**config.mk**
```make
export PLATFORM = sky130hd
export DESIGN_NAME = pipelined_cla_adder
export DESIGN_NICKNAME = d
export VERILOG_FILES = /design/src/rtl/pipelined_cla_adder.sv
export SDC_FILE = /design/constraint.sdc
export NUM_CORES = 1
export LEC_CHECK = 0
export CAP_MARGIN = 25
export CORE_MARGIN = 4
export CORE_UTILIZATION = 30
export CTS_BUF_LIST = sky130_fd_sc_hd__clkbuf_4 sky130_fd_sc_hd__clkbuf_8
export CTS_CLUSTER_DIAMETER = 200
export DETAILED_ROUTE_END_ITERATION = 8
export PLACE_DENSITY = 0.6
export SLEW_MARGIN = 20
export SYNTH_ARGS = -nofsm -noshare
export SYNTH_HDL_FRONTEND = slang
export SYNTH_SLANG_ARGS = --single-unit
export TNS_END_PERCENT = 10
```
**constraint.sdc**
```tcl
create_clock -name clk -period 2.36 [get_ports clk]
set_input_delay 0.236 -clock clk [delete_from_list [all_inputs] [get_ports clk]]
set_output_delay 0.236 -clock clk [all_outputs]
set_load 0.005 [all_outputs]
```
**src/rtl/pipelined_cla_adder.sv**
```systemverilog
// Two-stage pipelined carry look-ahead adder/subtractor with valid/ready on both sides.
// S1 registers per-bit and per-group propagate/generate terms; S2 resolves carries and registers the result.

module cla_lookahead #(
   parameter int N = 4
) (
   input  logic [N-1:0] p,
   input  logic [N-1:0] g,
   input  logic         ci,
   output logic [N:0]   c
);
   logic t;

   // Each carry is the flat sum-of-products of generate terms and the carry-in.
   always_comb begin
      c = '0;
      t = 1'b0;
      for (int k = 0; k <= N; k++) begin
         t = ci;
         for (int j = 0; j < k; j++) t = t & p[j];
         c[k] = t;
         for (int j = 0; j < k; j++) begin
            t = g[j];
            for (int m = j + 1; m < k; m++) t = t & p[m];
            c[k] = c[k] | t;
         end
      end
   end
endmodule

module pipelined_cla_adder #(
   parameter int WIDTH = 16,
   parameter int GROUP = 4
) (
   input  logic             clk,
   input  logic             rst,
   input  logic             in_valid,
   output logic             in_ready,
   input  logic [WIDTH-1:0] a,
   input  logic [WIDTH-1:0] b,
   input  logic             cin,
   input  logic             sub,
   output logic             out_valid,
   input  logic             out_ready,
   output logic [WIDTH-1:0] sum,
   output logic             cout,
   output logic             ovf
);
   localparam int NG = WIDTH / GROUP;

   logic [WIDTH-1:0] b_eff, p_n, g_n;
   logic             c0;
   logic [NG-1:0]    gp_n, gg_n;

   logic [WIDTH-1:0] p_q, g_q;
   logic             c0_q;
   logic [NG-1:0]    gp_q, gg_q;

   logic [2:1]       vld_pipe;
   logic             adv1, adv2;

   logic [NG:0]             gc;
   logic [NG-1:0][GROUP:0]  lc;
   logic [WIDTH:0]          car;
   logic [NG-1:0]           unused_grp_top;
   logic [WIDTH-1:0]        sum_n;

   assign adv2      = !vld_pipe[2] || out_ready;
   assign adv1      = !vld_pipe[1] || adv2;
   assign in_ready  = adv1;
   assign out_valid = vld_pipe[2];

   assign b_eff = sub ? ~b : b;
   assign c0    = sub | cin;
   assign p_n   = a ^ b_eff;
   assign g_n   = a & b_eff;

   always_comb begin
      gp_n = '0;
      gg_n = '0;
      for (int i = 0; i < NG; i++) begin
         gp_n[i] = &p_n[i*GROUP +: GROUP];
         for (int j = 0; j < GROUP; j++)
            gg_n[i] = g_n[i*GROUP+j] | (p_n[i*GROUP+j] & gg_n[i]);
      end
   end

   cla_lookahead #(.N(NG)) u_grp (.p(gp_q), .g(gg_q), .ci(c0_q), .c(gc));

   // Each group's own carry-out duplicates the next group's look-ahead carry-in.
   for (genvar gi = 0; gi < NG; gi++) begin : g_lane
      cla_lookahead #(.N(GROUP)) u_lane (
         .p (p_q[gi*GROUP +: GROUP]),
         .g (g_q[gi*GROUP +: GROUP]),
         .ci(gc[gi]),
         .c (lc[gi])
      );
      assign car[gi*GROUP +: GROUP] = lc[gi][GROUP-1:0];
      assign unused_grp_top[gi]     = lc[gi][GROUP];
   end
   assign car[WIDTH] = gc[NG];
   assign sum_n      = p_q ^ car[WIDTH-1:0];

   always_ff @(posedge clk) begin
      if (rst) begin
         vld_pipe <= '0;
         p_q      <= '0;
         g_q      <= '0;
         c0_q     <= 1'b0;
         gp_q     <= '0;
         gg_q     <= '0;
         sum      <= '0;
         cout     <= 1'b0;
         ovf      <= 1'b0;
      end else begin
         if (adv2) begin
            vld_pipe[2] <= vld_pipe[1];
            if (vld_pipe[1]) begin
               sum  <= sum_n;
               cout <= car[WIDTH];
               ovf  <= car[WIDTH-1] ^ car[WIDTH];
            end
         end
         if (adv1) begin
            vld_pipe[1] <= in_valid;
            if (in_valid) begin
               p_q  <= p_n;
               g_q  <= g_n;
               c0_q <= c0;
               gp_q <= gp_n;
               gg_q <= gg_n;
            end
         end
      end
   end
endmodule

```
==> reports/summary.txt <==
OUTCOME
-------------------------------------------------------------------------------------
Result of the run                                                           completed

ROUTE
-------------------------------------------------------------------------------------
Remaining number of nets flagged by the antenna check after routing                 0
Routed WL per cell                                                            12.8 um
DRT Pass-1 Iters                                                                    4
DRC                                                                                 0
Routed vias                                                                      2415
Wire length after detailed routing                                            6480 um
Number of DRC markers after the initial detailed-route iteration                   89
Vias per cell                                                                    4.77

PLACE
-------------------------------------------------------------------------------------
Cell total after placement                                                        490
Placer Congestion                                                               0.818
Number of buffer cells added on primary ports                                      57
HPWL after detailed placement                                                 4780 um

SETUP PATH
-------------------------------------------------------------------------------------
Buf+Inv Stages, Crit Path                                                           0
Biggest cell delay along the critical path                                    0.47 ns
Ordered cell list for the critical path                                  a21o_1, a21o_1, a21o_1, ha_1, o211ai_1, nand2_1, or4_1, o211a_1
Family with the most delay on the worst path                             compound AO/OA/AOI/OAI gates
Category of the worst setup path capture point                                   flop
Critical path's slowest cell                                             sky130_fd_sc_hd__or4_1
Most used cell, CP                                                       sky130_fd_sc_hd__a21o_1
Arrival time of the worst setup path                                          2.37 ns
Reg2Reg Setup Slack                                                           0.22 ns
Largest driver fanout on the critical path                                          3
Startpoint type of the worst setup path                                          flop
Source of the worst register-to-register timing path                             c0_q
FF-to-FF End                                                                      ovf
Type of the setup path with the least slack                                   reg2reg
Critical Path RT                                                              2.58 ns
Count of cells along the worst register-to-register path                            8

STA
-------------------------------------------------------------------------------------
Finish-stage setup viols                                                            0
Ratio of final minimum period to clock period                                   90.8%
Fin. max-slew vios                                                                  0
Measured slew at the worst slew-check pin                                    0.557 ns
Max transition margin                                                           62.9%
Highest attainable clock frequency                                            467 MHz
Final hold viol count                                                               0
Clock skew                                                                 0.00636 ns
Total negative setup slack                                                       0 ns
Minimum period implied by the final worst setup slack                         2.14 ns
RSZ-0062 raised after global routing                                               no

LAYOUT
-------------------------------------------------------------------------------------
Final net count                                                                   451
Post-route non-filler standard cell count                                         506
Synth-to-Final Area Change                                                      34.4%
Area used by sequential logic in the layout                              0.00114 mm^2
Multi-input gate area in the final layout                                0.00151 mm^2
Fraction of layout cells with a size suffix above 1                             6.78%
Antenna Diode Count                                                                 0
Layout filler cell count                                                          891
Final Core Density                                                              42.0%

FLOORPLAN
-------------------------------------------------------------------------------------
Core Footprint                                                           0.00881 mm^2
Initial Utilization                                                             31.2%
Number of top-level pins                                                           58
Y dimension of the die                                                         104 um
FP Rows                                                                            34
Die Footprint                                                             0.0108 mm^2
Floorplan die width                                                            104 um

CTS
-------------------------------------------------------------------------------------
Post-CTS Resized                                                                    0
Buffer levels on the longest clock path                                             2
Number of clock buffers inserted by TritonCTS                                       9
Number of clock sinks                                                              57
CTS hold repair buffers                                                             0
Number of post-CTS setup repair buffers                                             0
Clock-pin slew of the registers on the worst-case setup and hold paths        0.07 ns
Clock tree from TritonCTS                                                        done
Deepest level of the CTS H-tree                                                     3
Clock Root Buffer                                                        sky130_fd_sc_hd__clkbuf_8
Clk Latency, worst-skew pair                                                  0.33 ns

LOGIC SYNTHESIS
-------------------------------------------------------------------------------------
Area share of fa/ha/maj cells after synthesis                                   9.10%
Number of nets produced by synthesis                                              393
Dominant combinational cell family by area after synthesis               simple AND/OR/NAND/NOR gates
Synthesized-area fraction occupied by ao, oa, aoi and oai cells                 16.6%
Per-instance average area after synthesis                                   8.21 um^2
Xor-xnor portion of the synthesized cell area                                   6.68%
Flip-flop and latch count after synthesis                                          57
Multiplexer fraction of the synthesized cell area                                  0%
Sequential cell area fraction in the yosys report                               41.5%
Number of distinct library cells after synthesis                                   34
Post-synthesis cell type with the largest combined area                  sky130_fd_sc_hd__dfxtp_1
Post-Synthesis Cells                                                              335
Biggest area contributors in the synthesized netlist                     sky130_fd_sc_hd__dfxtp_1 (41%), sky130_fd_sc_hd__nand2_1 (11%), sky130_fd_sc_hd__ha_1 (9.1%)
Synth Warn #                                                                        0
Post-synthesis simple-gate area fraction                                        22.6%
Netlist area before placement                                            0.00275 mm^2
Area fraction of the dominant cell type after synthesis                         41.5%

POWER AND IR DROP
-------------------------------------------------------------------------------------
Portion of total power attributed to the clock network                          43.3%
Static Leak                                                                   1.46 nW
Sequential power share                                                          41.0%
Logic gate share of total power                                                 15.7%
Switching part of the total                                                     23.9%
Net switching power figure                                                 0.000621 W
Worst vdd ir                                                                 0.313 mV
Internal power contribution                                                 0.00197 W
Power density normalized to cell area                                     702 mW/mm^2

WORST HOLD PATH
-------------------------------------------------------------------------------------
Worst Min Path Start                                                              rst
Class of the tightest hold or removal check                                    in2reg
Number of instances on the worst hold path                                          2
Worst Hold End                                                            vld_pipe[2]

GLOBAL ROUTING
-------------------------------------------------------------------------------------
Number of antenna violations at the first check in global routing                   0
Gr ovfl total                                                                       0
All-layer global routing usage                                                  12.7%
Largest net degree at the start of global routing                                  38
Via count of the first global-routing pass                                       2326
First-pass GRT wire length                                                   11200 um

JOB
-------------------------------------------------------------------------------------
Max-capacitance violation count                                                     0

-- synthesized netlist by cell type --
master / n
sky130_fd_sc_hd__nand2_1: 78
sky130_fd_sc_hd__dfxtp_1: 57
sky130_fd_sc_hd__a21oi_1: 48
sky130_fd_sc_hd__ha_1: 20
sky130_fd_sc_hd__xor2_1: 17
sky130_fd_sc_hd__nor2_1: 16
sky130_fd_sc_hd__buf_2: 12
sky130_fd_sc_hd__o21ai_0: 12
sky130_fd_sc_hd__nand3_1: 7
sky130_fd_sc_hd__inv_1: 5
sky130_fd_sc_hd__nor2b_1: 5
sky130_fd_sc_hd__nor3_1: 5
sky130_fd_sc_hd__a211oi_1: 4
sky130_fd_sc_hd__a21o_1: 4
sky130_fd_sc_hd__and4_1: 4
sky130_fd_sc_hd__nand2b_1: 4
sky130_fd_sc_hd__or3_1: 4
sky130_fd_sc_hd__or4_1: 4
sky130_fd_sc_hd__xnor2_1: 4
sky130_fd_sc_hd__clkbuf_1: 3
sky130_fd_sc_hd__o2bb2ai_1: 3
sky130_fd_sc_hd__o311ai_0: 3
sky130_fd_sc_hd__buf_1: 2
sky130_fd_sc_hd__nand2_2: 2
sky130_fd_sc_hd__nand3b_1: 2
sky130_fd_sc_hd__nand4b_1: 2
sky130_fd_sc_hd__a21oi_2: 1
sky130_fd_sc_hd__a22o_1: 1
sky130_fd_sc_hd__and2_0: 1
sky130_fd_sc_hd__and3_1: 1
sky130_fd_sc_hd__nand4_1: 1
sky130_fd_sc_hd__o211a_1: 1
sky130_fd_sc_hd__o211ai_1: 1
sky130_fd_sc_hd__o21a_1: 1
-- metal layers --
metal	vias to the layer above	track usage (%)	share of wire, %
li1	1270	-	-
met1	1073	17.2	50
met2	64	18.8	43
met3	8	4.04	6.3
met4	0	4.84	1.6
met5	-	0	0
-- cell families after synthesis --
logic type | count (synthesis)
AND/OR/NAND/NOR | 136
AO/OA/AOI/OAI | 79
flip-flops | 57
buffers and inverters | 22
XOR/XNOR | 21
adder cells (fa/ha/maj) | 20
-- power groups by stage --
stage                     registers [W]  clock network (W)  logic [W]
after floorplan                 0.00108                  0   0.000236
after global placement          0.00108                  0   0.000407
after detailed placement        0.00109                  0   0.000409
after CTS                       0.00106            0.00114   0.000413
after global routing            0.00107            0.00119   0.000468
final                           0.00106            0.00112   0.000409
-- how the worst max path moves through the flow --
stage | startpoint | endpoint | slack [ns] | cells past startpoint
after floorplan | c0_q | ovf | 0.35 | 8
after global placement | c0_q | ovf | 0.26 | 8
after detailed placement | c0_q | ovf | 0.22 | 8
after CTS | c0_q | ovf | 0.20 | 8
after global routing | c0_q | ovf | 0.07 | 8
final | c0_q | ovf | 0.22 | 8
-- stage by stage --
| step | cell area [um^2] | total power, W | hold slack [ns] | setup WS [ns] |
|---|---|---|---|---|
| 3_3_place_gp | 3450 | 0.00149 | 0.444 | 0.264 |
| 5_1_grt | 3700 | 0.00273 | 0.408 | 0.0678 |
| 3_5_place_dp | 3450 | 0.00150 | 0.450 | 0.223 |
| 2_1_floorplan | 2750 | 0.00131 | 0.406 | 0.349 |
| 4_1_cts | 3700 | 0.00262 | 0.382 | 0.201 |
| 6_report | 3700 | 0.00260 | 0.387 | 0.216 |
-- area by class of cell --
cell class	count	share of cell area, %
Multi-Input combinational cell	256	40.9
Clock buffer	11	3.92
Tap cell	108	3.65
Inverter	5	0.507
Clock inverter	5	2.77
Sequential cell	57	30.9
Timing Repair Buffer	64	17.4
-- layout by cell type, fill, tap and decap left out, drive strengths merged, types with 7 or more instances in the layout --
cell type	count
a21oi	49
buf	8
clkbuf	11
clkdlybuf4s50	56
dfxtp	57
ha	20
nand2	80
nand3	7
nor2	16
o21ai	12
xor2	17
-- sequential cells by signal, indices dropped and copies added (netlist names) --
register  flops
gp_q          4
g_q          12
ovf           1
sum          16
vld_pipe      2
c0_q          1
cout          1
gg_q          4
p_q          16
-- worst register-to-register path: stages, from the launching register on --
cell	delay, ns
sky130_fd_sc_hd__dfxtp_1	0.33
sky130_fd_sc_hd__a21o_1	0.22
sky130_fd_sc_hd__a21o_1	0.20
sky130_fd_sc_hd__a21o_1	0.18
sky130_fd_sc_hd__ha_1	0.22
sky130_fd_sc_hd__o211ai_1	0.16
sky130_fd_sc_hd__nand2_1	0.12
sky130_fd_sc_hd__or4_1	0.47
sky130_fd_sc_hd__o211a_1	0.14
(Power assumes the default switching activity.)
